[config.mk]
export PLATFORM = sky130hd
export DESIGN_NAME = adh_bus_unit
export DESIGN_NICKNAME = d
export VERILOG_FILES = /design/src/rtl/cpu6502_pkg.sv /design/src/rtl/adh_source_mux.sv /design/src/rtl/adh_bus_unit.sv
export SDC_FILE = /design/constraint.sdc
export NUM_CORES = 1
export LEC_CHECK = 0
export CAP_MARGIN = 20
export CORE_ASPECT_RATIO = 0.75
export CORE_MARGIN = 2
export CORE_UTILIZATION = 29
export DETAILED_ROUTE_END_ITERATION = 8
export PLACE_DENSITY_LB_ADDON = 0.15
export SLEW_MARGIN = 30
export SYNTH_ARGS = -nofsm -noshare
export SYNTH_HDL_FRONTEND = slang
export SYNTH_SLANG_ARGS = --single-unit
[constraint.sdc]
create_clock -name clk -period 1.4 [get_ports clk]
set_input_delay 0.35 -clock clk [delete_from_list [all_inputs] [get_ports clk]]
set_output_delay 0.35 -clock clk [all_outputs]
set_load 0.05 [all_outputs]
[src/rtl/cpu6502_pkg.sv]
// Shared 6502 core constants.
// ADH source select codes and fixed page values.
package cpu6502_pkg;

  localparam logic [2:0] ADH_DATA = 3'd0;
  localparam logic [2:0] ADH_ALU  = 3'd1;
  localparam logic [2:0] ADH_PCHS = 3'd2;
  localparam logic [2:0] ADH_ZERO = 3'd3;
  localparam logic [2:0] ADH_ONE  = 3'd4;
  localparam logic [2:0] ADH_FF   = 3'd5;

  localparam logic [7:0] ADH_CONST_ZERO = 8'h00;
  localparam logic [7:0] ADH_CONST_ONE  = 8'h01;
  localparam logic [7:0] ADH_CONST_FF   = 8'hFF;

endpackage

[src/rtl/adh_source_mux.sv]
// ADH source selector.
// Drives the PCHS-side and SB-side ADH views.
module adh_source_mux
  import cpu6502_pkg::*;
(
  input  logic [2:0] adh_sel,
  input  logic [7:0] data_i,
  input  logic [7:0] alu,
  input  logic [7:0] pchs,
  output logic [7:0] adh_pchs,
  output logic [7:0] adh_sb
);

  // pchs is never routed to adh_pchs: pchs is derived from it.
  always_comb begin
    adh_pchs = ADH_CONST_ZERO;
    adh_sb   = ADH_CONST_ZERO;
    case (adh_sel)
      ADH_DATA: begin
        adh_pchs = data_i;
        adh_sb   = data_i;
      end
      ADH_ALU: begin
        adh_pchs = alu;
        adh_sb   = alu;
      end
      ADH_PCHS: begin
        adh_pchs = ADH_CONST_ZERO;
        adh_sb   = pchs;
      end
      ADH_ZERO: begin
        adh_pchs = ADH_CONST_ZERO;
        adh_sb   = ADH_CONST_ZERO;
      end
      ADH_ONE: begin
        adh_pchs = ADH_CONST_ONE;
        adh_sb   = ADH_CONST_ONE;
      end
      ADH_FF: begin
        adh_pchs = ADH_CONST_FF;
        adh_sb   = ADH_CONST_FF;
      end
      default: begin
        adh_pchs = ADH_CONST_ZERO;
        adh_sb   = ADH_CONST_ZERO;
      end
    endcase
  end

endmodule

[src/rtl/adh_bus_unit.sv]
// ADH bus steering and address-bus-high register.
// abh drives address[15:8].
module adh_bus_unit
  import cpu6502_pkg::*;
(
  input  logic       clk,
  input  logic       reset,
  input  logic [2:0] adh_sel,
  input  logic       load_abh,
  input  logic [7:0] data_i,
  input  logic [7:0] alu,
  input  logic [7:0] pchs,
  output logic [7:0] adh_pchs,
  output logic [7:0] adh_sb,
  output logic [7:0] adh_abh,
  output logic [7:0] abh
);

  adh_source_mux u_mux (
    .adh_sel  (adh_sel),
    .data_i   (data_i),
    .alu      (alu),
    .pchs     (pchs),
    .adh_pchs (adh_pchs),
    .adh_sb   (adh_sb)
  );

  assign adh_abh = (adh_sel == ADH_PCHS) ? pchs : adh_sb;

  always_ff @(posedge clk or negedge reset) begin
    if (!reset)
      abh <= ADH_CONST_ZERO;
    else if (load_abh)
      abh <= adh_abh;
  end

endmodule

==> results of run 1 <==
where the power goes:
part	switching (mW)	internal (mW)
Clock	0.115	0.0997
Combinational	0.693	0.592
Sequential	0.0407	0.260
Total	0.849	0.951
cell type report:
cell class | count | area (um^2) | share of cell area
diodes | 2 | 5.00 | 0.00201
clock buffers | 3 | 22.5 | 0.00904
multi-input cells | 59 | 1010 | 0.405
flip-flops and latches | 8 | 200 | 0.0803
well taps | 36 | 45.0 | 0.0181
repair buffers | 96 | 1210 | 0.485
cells by family (layout without fill, tap and decap cells):
kind of cell,after synthesis,after routing,share of synthesized area
buf+inv,9,99,0.0979
compound gates,32,32,0.274
mux,15,15,0.289
flops,8,8,0.261
simple gates,12,12,0.0783
other cells,0,2,0
per-stage QoR:
step	power (mW)	area, um^2	worst slack [ns]
after floorplan	0.901	1120	-0.195
after global placement	1.34	2020	-0.609
after detailed placement	1.36	2020	-0.641
after CTS	1.67	2410	-0.214
after global routing	1.84	2490	-0.302
final	1.80	2490	-0.289
final timing paths:
path                       startpoint           to  slack [ns]  cells after the start
min                             reset       abh[2]        0.35                      1
max                        adh_sel[2]  adh_pchs[3]       -0.29                      7
max in group asynchronous       reset       abh[3]        0.72                      1
min reg2reg                    abh[6]       abh[6]        0.59                      1
min in group clk               abh[6]       abh[6]        0.59                      1
max reg2reg                    abh[4]       abh[4]        0.53                      1
cells in the mapped netlist (all sizes together):
cell type	count	share of area
buf	9	0.098
or2	1	0.0082
nor2	1	0.0049
o21ai	7	0.046
mux2	8	0.13
dfrtp	8	0.26
o22ai	14	0.15
nand4bb	1	0.015
o221ai	2	0.023
a21oi	9	0.059
mux2i	7	0.16
nand2	7	0.034
nand2b	2	0.016
metal layers:
metal	track usage	up-vias	part of all wire
met4	0.0616	0	0.069
met3	0.0884	33	0.090
met1	0.356	577	0.37
met5	0	-	0
met2	0.604	106	0.47
li1	-	481	-
repair_timing:
| item | CTS | global route |
|---|---|---|
| resized for setup | 100 | 10 |
| buffers inserted | 9 | 7 |
| setup endpoints to repair | 32 | 26 |
| pin swaps | 28 | 16 |
| cloned | 2 | 0 |
==> results.toml, run 1 <==
[setup_path]
path_buf_inv = 4
timing_worst_setup_path_type = "primary input to output pin"
end_kind = "output pin"
path_max_fanout = 4
worstPathRequired_ns = 1.05
crit_arrival_ns = 1.34
slowest_stage = "a21oi_4"
path_delay_family = "buffers and inverters"
path_common_cell = "buf_6"
path_cells = "buf_6 -> buf_8 -> nor2_4 -> buf_6 -> nand2_4 -> a21oi_4 -> buf_12"
cp_slowest_stage_delay_ns = 0.21
worstSetupStartpointType = "primary input"

[global_routing]
grt_max_degree = 12
antenna_found_initial = 2
grt_pass1_vias = 1230
grt.total_usage = 0.319
grt_overflow = 0
grt_pass1_wl_um = 7240

[sta]
worst_pin_slew_ns = 0.436
period_share = 1.21
layout_setup_ws_ns = -0.289
hold_viol_final = 0
fin_tns_setup_ns = -5.07
slew_viol_final = 0
grt_setup_unrepaired = "yes"
slew_headroom = 0.708
fin_hold_ws_ns = 0.354
setup_viol = 24
timing.fmax_ghz = 0.592
min_period_ns = 1.69
fin_skew_ns = 0

[route]
dr.first_iter.drc_count = 119
totalWireLength_um = 6160
avgRoutedWirePerCell_um = 30.2
drtAntennaViolNets = 0
dr.pass1.iters = 4
drc = 0
via_count = 1197
vias_per_cell = 5.87

[yosys]
synthCells = 76
synth_cell_types = 20
synth-seq-cells = 8
syn-num-nets = 106
synth.avg_cell_area_um2 = 10.1
synth_warnings = 0
seq_area_frac_synth = 0.261
synth_area_um2 = 767

[finish]
top_register = "abh"
layout_commonest_cell = "buf_12"
post-route-util = 0.973
top_regs = "abh: 8 flops"
layout.nets = 198
drive_above_1_share = 0.801
area_growth_pct = 225
largest_register_ffs = 8
final_cell_mix = "24 x buf_12, 23 x buf_6, 22 x dlygate4sd2_1"
stdcell_count = 204
fillers = 39

[flow_run]
maxCapViolCount = 0

[clock_network]
cts_buffers = 3
root_buffer = "clkbuf_4"
insertion_delay_ns = 0.28
cts_htree_levels = 1
clkTransAtPathRegs_ns = 0.07
postCtsHoldBufs = 0
cts_buffer_depth = 2
cts.sinks = 8
cts_tree = "done"

[die]
start_util = 0.299
ios = 62
dieArea_mm2 = 0.00308
coreArea_mm2 = 0.00256
die_h_um = 48.5
rows = 16
die_width_um = 63.4

[run_status]
violations = "setup timing"
status = "finished with violations"

[place]
dp.final_hpwl_um = 2410
placed_cells = 187
io_buffers = 61
gp_congestion = 0.725

[worst_hold_path]
holdCritPathClass = "primary input to asynchronous set/reset pin"

[power]
power_density_mw_per_mm2 = 722
ir_worst_vdd_v = 0.000554
power.leakage_nw = 1.02
(Power assumes the default switching activity.)
==> run 2: changes to the inputs <==
--- a/config.mk
+++ b/config.mk
@@ -10,6 +10,7 @@
 export CORE_MARGIN = 2
 export CORE_UTILIZATION = 29
 export DETAILED_ROUTE_END_ITERATION = 8
+export GPL_ROUTABILITY_DRIVEN = 0
 export PLACE_DENSITY_LB_ADDON = 0.15
 export SLEW_MARGIN = 30
 export SYNTH_ARGS = -nofsm -noshare
==> results of run 2 <==
No change in the layout: final DEF, timing and power equal those of run 1.
